==> src/rtl/fxp_alu_seq.sv <==
// fxp_alu_seq: handshaked signed fixed-point ALU (Qm.Q, N-bit words).
// add/sub/mul finish in one cycle; div uses a restoring divider that
// produces one quotient bit per cycle over N+Q cycles.
// Build option: FXP_ALU_SAT_EN defined -> overflowed results saturate to
// MAX/MIN; undefined -> overflowed results wrap.
//
// state | meaning
// IDLE  | in_ready high, waiting for an operation
// DIV   | restoring divider iterating, one quotient bit per cycle
// DONE  | result presented on out, held until out_ready
module fxp_alu_seq #(
    parameter int N = 32,
    parameter int Q = 20
) (
    input  logic         clk,
    input  logic         reset,
    input  logic         in_valid,
    output logic         in_ready,
    input  logic [N-1:0] a,
    input  logic [N-1:0] b,
    input  logic [1:0]   op,
    output logic         out_valid,
    input  logic         out_ready,
    output logic [N-1:0] out,
    output logic         overflow,
    output logic         div_by_zero
);

    localparam int DW = N + Q;
    localparam int CW = $clog2(DW);

    localparam logic [N-1:0]  MAX_V       = {1'b0, {(N-1){1'b1}}};
    localparam logic [N-1:0]  MIN_V       = {1'b1, {(N-1){1'b0}}};
    // quotient magnitude limits: MAX for a positive result, |MIN| for a negative one
    localparam logic [DW-1:0] DIV_POS_LIM = {{(Q+1){1'b0}}, {(N-1){1'b1}}};
    localparam logic [DW-1:0] DIV_NEG_LIM = {{Q{1'b0}}, 1'b1, {(N-1){1'b0}}};

`ifdef FXP_ALU_SAT_EN
    localparam bit SAT_EN = 1'b1;
`else
    localparam bit SAT_EN = 1'b0;
`endif

    localparam logic [1:0] OP_ADD = 2'b00;
    localparam logic [1:0] OP_SUB = 2'b01;
    localparam logic [1:0] OP_MUL = 2'b10;

    typedef enum logic [1:0] {
        S_IDLE = 2'd0,
        S_DIV  = 2'd1,
        S_DONE = 2'd2
    } state_t;

    state_t         state_q, state_d;
    logic [N-1:0]   out_q, out_d;
    logic           ovf_q, ovf_d;
    logic           dbz_q, dbz_d;
    logic [DW-1:0]  quo_q, quo_d;
    logic [N-1:0]   rem_q, rem_d;
    logic [N-1:0]   dvsr_q, dvsr_d;
    logic           neg_q, neg_d;
    logic [CW-1:0]  cnt_q, cnt_d;

    logic [N-1:0]     sum, diff;
    logic             add_ovf, sub_ovf;
    logic [2*N-1:0]   a_ext, b_ext;
    logic [2*N-Q-1:0] mul_hi;
    logic             mul_ovf;
    logic [N-1:0]     a_mag, b_mag;
    logic [N:0]       trial, trial_sub;
    logic             q_bit;
    logic [N-1:0]     rem_nxt;
    logic [DW-1:0]    quo_nxt;
    logic [N-1:0]     div_wrap;
    logic             div_ovf;

    // Single-cycle arithmetic on the live operands plus one divider step.
    always_comb begin
        sum     = a + b;
        diff    = a - b;
        add_ovf = (a[N-1] == b[N-1]) && (sum[N-1] != a[N-1]);
        sub_ovf = (a[N-1] != b[N-1]) && (diff[N-1] != a[N-1]);

        // product bits below Q are dropped; upper slice must be pure sign extension
        a_ext   = {{N{a[N-1]}}, a};
        b_ext   = {{N{b[N-1]}}, b};
        mul_hi  = (2*N-Q)'((a_ext * b_ext) >> Q);
        mul_ovf = !((&mul_hi[2*N-Q-1:N-1]) || !(|mul_hi[2*N-Q-1:N-1]));

        a_mag   = a[N-1] ? -a : a;
        b_mag   = b[N-1] ? -b : b;

        trial     = {rem_q, quo_q[DW-1]};
        trial_sub = trial - {1'b0, dvsr_q};
        q_bit     = ~trial_sub[N];
        rem_nxt   = q_bit ? trial_sub[N-1:0] : trial[N-1:0];
        quo_nxt   = {quo_q[DW-2:0], q_bit};

        div_wrap  = neg_q ? -quo_nxt[N-1:0] : quo_nxt[N-1:0];
        div_ovf   = neg_q ? (quo_nxt > DIV_NEG_LIM) : (quo_nxt > DIV_POS_LIM);
    end

    // Next-state and datapath control.
    always_comb begin
        state_d = state_q;
        out_d   = out_q;
        ovf_d   = ovf_q;
        dbz_d   = dbz_q;
        quo_d   = quo_q;
        rem_d   = rem_q;
        dvsr_d  = dvsr_q;
        neg_d   = neg_q;
        cnt_d   = cnt_q;

        unique case (state_q)
            S_IDLE: begin
                if (in_valid) begin
                    dbz_d = 1'b0;
                    if (op == OP_ADD) begin
                        ovf_d   = add_ovf;
                        out_d   = (SAT_EN && add_ovf) ? (a[N-1] ? MIN_V : MAX_V) : sum;
                        state_d = S_DONE;
                    end else if (op == OP_SUB) begin
                        ovf_d   = sub_ovf;
                        out_d   = (SAT_EN && sub_ovf) ? (a[N-1] ? MIN_V : MAX_V) : diff;
                        state_d = S_DONE;
                    end else if (op == OP_MUL) begin
                        ovf_d   = mul_ovf;
                        out_d   = (SAT_EN && mul_ovf) ? (mul_hi[2*N-Q-1] ? MIN_V : MAX_V)
                                                      : mul_hi[N-1:0];
                        state_d = S_DONE;
                    end else if (b == '0) begin
                        dbz_d   = 1'b1;
                        ovf_d   = 1'b1;
                        out_d   = SAT_EN ? (a[N-1] ? MIN_V : MAX_V) : '0;
                        state_d = S_DONE;
                    end else begin
                        quo_d   = {a_mag, {Q{1'b0}}};
                        rem_d   = '0;
                        dvsr_d  = b_mag;
                        neg_d   = a[N-1] ^ b[N-1];
                        cnt_d   = CW'(DW - 1);
                        state_d = S_DIV;
                    end
                end
            end
            S_DIV: begin
                quo_d = quo_nxt;
                rem_d = rem_nxt;
                if (cnt_q == '0) begin
                    // last quotient bit lands this cycle; finalise sign and range
                    ovf_d   = div_ovf;
                    dbz_d   = 1'b0;
                    out_d   = (SAT_EN && div_ovf) ? (neg_q ? MIN_V : MAX_V) : div_wrap;
                    state_d = S_DONE;
                end else begin
                    cnt_d = cnt_q - CW'(1);
                end
            end
            S_DONE: begin
                if (out_ready) state_d = S_IDLE;
            end
            default: state_d = S_IDLE;
        endcase
    end

    // State and datapath registers with synchronous reset.
    always_ff @(posedge clk) begin
        if (reset) begin
            state_q <= S_IDLE;
            out_q   <= '0;
            ovf_q   <= 1'b0;
            dbz_q   <= 1'b0;
            quo_q   <= '0;
            rem_q   <= '0;
            dvsr_q  <= '0;
            neg_q   <= 1'b0;
            cnt_q   <= '0;
        end else begin
            state_q <= state_d;
            out_q   <= out_d;
            ovf_q   <= ovf_d;
            dbz_q   <= dbz_d;
            quo_q   <= quo_d;
            rem_q   <= rem_d;
            dvsr_q  <= dvsr_d;
            neg_q   <= neg_d;
            cnt_q   <= cnt_d;
        end
    end

    assign in_ready    = (state_q == S_IDLE);
    assign out_valid   = (state_q == S_DONE);
    assign out         = out_q;
    assign overflow    = ovf_q;
    assign div_by_zero = dbz_q;

endmodule
==> config.mk <==
export PLATFORM = sky130hd
export DESIGN_NAME = fxp_alu_seq
export DESIGN_NICKNAME = d
export VERILOG_FILES = /design/src/rtl/fxp_alu_seq.sv
export SDC_FILE = /design/constraint.sdc
export NUM_CORES = 2
export LEC_CHECK = 0
export CORE_ASPECT_RATIO = 0.5
export CORE_MARGIN = 10
export CORE_UTILIZATION = 35
export CTS_BUF_LIST = sky130_fd_sc_hd__clkbuf_16
export CTS_CLUSTER_DIAMETER = 100
export DETAILED_ROUTE_END_ITERATION = 8
export PLACE_DENSITY_LB_ADDON = 0.12
export SLEW_MARGIN = 10
export SYNTH_ARGS = -nofsm -noshare
export SYNTH_HDL_FRONTEND = slang
export SYNTH_SLANG_ARGS = --single-unit
==> constraint.sdc <==
create_clock -name clk -period 21.8 [get_ports clk]
set_clock_uncertainty 0.1 [all_clocks]
set_input_delay 2.18 -clock clk [delete_from_list [all_inputs] [get_ports clk]]
set_output_delay 2.18 -clock clk [all_outputs]
set_load 0.02 [all_outputs]
==> results by group <==
STA
  • RSZ-0062 raised after global routing: no
  • Slew margin rel.: 0.133
  • F_max: 83.6 MHz
  • Final-report setup violation count: 0
  • Worst-Margin Slew: 1300 ps
  • Setup TNS: 0 ps
  • Fin. Hold Viols: 0
  • Final min period: 11960 ps
  • Final Max Slew Viols: 0
  • Smallest hold slack: 353 ps
  • Period utilization: 0.549

Synth
  • Yosys Warn Count: 0
  • Top area cells in the synthesized netlist: fa_1 44%, inv_1 8.1%, ha_1 7.1%
  • EDFF count, synth: 0
  • Primary FF master, synth: dfxtp_1
  • Compound-gate portion of the synthesized area: 0.111
  • Mux share of post-synthesis cell area: 0.00227
  • Area leader, netlist: fa_1
  • Post-Synth Adder-Cell Area: 0.510
  • Async S/R FF share, synth: 0
  • Yosys top cell area share: 0.438
  • Post-Syn Area: 49500 um^2
  • Synthesized netlist cell count: 5764
  • Post-synth net total: 7201
  • Post-synth top cells: 1084 x fa_1, 1069 x inv_1, 704 x nand2_1
  • Most common cell in the synthesized netlist: fa_1
  • Register area share after synthesis: 0.0643
  • Count of state elements after synthesis: 159
  • Simple-Gate Fraction of Synth Area: 0.172
  • Largest family of logic cells by synthesized area: adder cells
  • Avg Cell Area, Syn: 8.59 um^2
  • Post-synthesis xor/xnor area fraction: 0.0322
  • Synth unique cells: 74

CTS
  • CTS tree: done
  • Clock-pin slew on the worst setup and hold paths: 70 ps
  • Hold Buf Count CTS: 0
  • Clock Tree Buf Depth: 2
  • Setup Buffers After CTS: 0
  • Skew-Pair Late Insertion Delay: 450 ps
  • CTS root buf: clkbuf_16
  • Post-CTS Resized: 0
  • H-tree levels: 4
  • Clock Sinks: 159
  • TritonCTS buffer count: 17

Floorplanning
  • Die Ht: 286 um
  • Initial Util: 0.353
  • Die W: 552 um
  • Die area: 158000 um^2
  • Core Box Area: 140000 um^2
  • Io pins: 106
  • Row count: 97

Global routing
  • Antenna violations before repair: 13
  • Largest net degree at the start of global routing: 71
  • Global-route wire length before repair: 284000 um
  • GRT Resource Usage Total: 0.236
  • Vias in the first global route: 42900
  • Grt ovf: 0

Job
  • Max_cap viols: 0

Place
  • Port-buffer cells: 105
  • Placed Cells: 7476
  • Gpl congestion: 0.929
  • DP HPWL: 140000 um

Drt
  • Detailed Route WL: 186000 um
  • Wire length per cell: 24.8 um
  • Drt first pass iters: 5
  • Initial DRC count: 3346
  • Vias: 40300
  • Final ANT Viol Nets: 0
  • Vias/cell: 5.36
  • Number of remaining DRC errors: 0

Worst setup path
  • Critical path type: primary input to flip-flop
  • Startpoint types: primary input
  • CP Max Fanout: 54
  • Crit path required time: 22030 ps
  • Worst reg2reg setup slack: 15760 ps
  • Crit. End Element: flip-flop
  • WP data arrival: 12190 ps

Final layout
  • Layout cells sized above 1: 0.0352
  • Post-Layout Cell Count: 7510
  • Layout area overhead: 6.44%
  • Layout Nets: 7051

Outcome
  • Outcome: completed

Min path
  • Worst min path class: flip-flop to flip-flop
## final timing paths
path / startpoint / end / cells after the start
worst max-delay path: a[31] / overflow$_SDFFE_PP0P_ / 28
worst min-delay path: out[9]$_SDFFE_PP0P_ / out[9]$_SDFFE_PP0P_ / 1
worst max register to register: quo_q[51]$_SDFFE_PP0P_ / out[28]$_SDFFE_PP0P_ / 21
worst min register to register: out[9]$_SDFFE_PP0P_ / out[9]$_SDFFE_PP0P_ / 1
## cell type report
type / count / area [um^2]
diodes: 2 / 5.00
clock buffers: 17 / 425
clock inverters: 15 / 178
fillers: 14500 / 87600
inverters: 1071 / 4020
multi-input cells: 4168 / 41000
flip-flops and latches: 159 / 3180
well taps: 1881 / 2350
repair buffers: 197 / 1570
## logic make-up after synthesis
group	after synthesis
buffers and inverters	1437
flip-flops	159
AO/OA/AOI/OAI	852
adder cells (fa/ha/maj)	1367
multiplexers	11
AND/OR/NAND/NOR	1756
XOR/XNOR	182
## through the flow
step	worst slack (ps)	utilization	cell area (um^2)
final	9840	0.376	52700
after global routing	9350	0.376	52700
after CTS	9870	0.376	52700
after detailed placement	9380	0.371	52100
after global placement	9460	0.371	52100
after floorplan	10490	-	49500
## layout by cell type (no fill, tap or decap), types with 31 or more instances in the layout
master and n:
o211ai_1 41, and2_1 473, nand2_1 703, buf_4 93, buf_2 31, or3_1 32
a21o_1 59, nor2_1 257, xnor2_1 103, o21ai_0 157, fa_1 1084, inv_1 1070
a21oi_1 282, nand3_1 72, xor2_1 79, nand2b_1 34, a211oi_1 75, ha_1 282
dfxtp_1 159, nor3_1 41, clkdlybuf4s50_1 71
## critical path, cell delays in order
cell      delay, ps
buf_2            80
buf_4           560
inv_1           590
nor2_1          370
fa_1            520
fa_1            500
fa_1            500
buf_4           240
inv_1           120
fa_1            560
inv_1           630
fa_1            570
fa_1            540
inv_1            50
fa_1            470
inv_1            50
fa_1            450
ha_1            380
nand2_1         170
or4_1           600
or4_1           550
o31ai_1         250
xor2_1          110
or3_1           310
nor4b_1         310
nand4_1         130
o211ai_1        210
a31oi_1         110
## registers in the layout (all words and copies together), names as in the netlist
register	count
cnt_q	6
div_by_zero	1
dvsr_q	32
neg_q	1
out	32
overflow	1
quo_q	52
rem_q	32
state_q	2
## routing by layer
layer / GRT usage / share of wire
met5: 0 / 0.00023
met4: 0.0490 / 0.024
met1: 0.343 / 0.46
met2: 0.369 / 0.44
met3: 0.0390 / 0.074
Power is not shown: default switching activity piles up to over one toggle a cycle in this logic, so the estimate is an artifact.
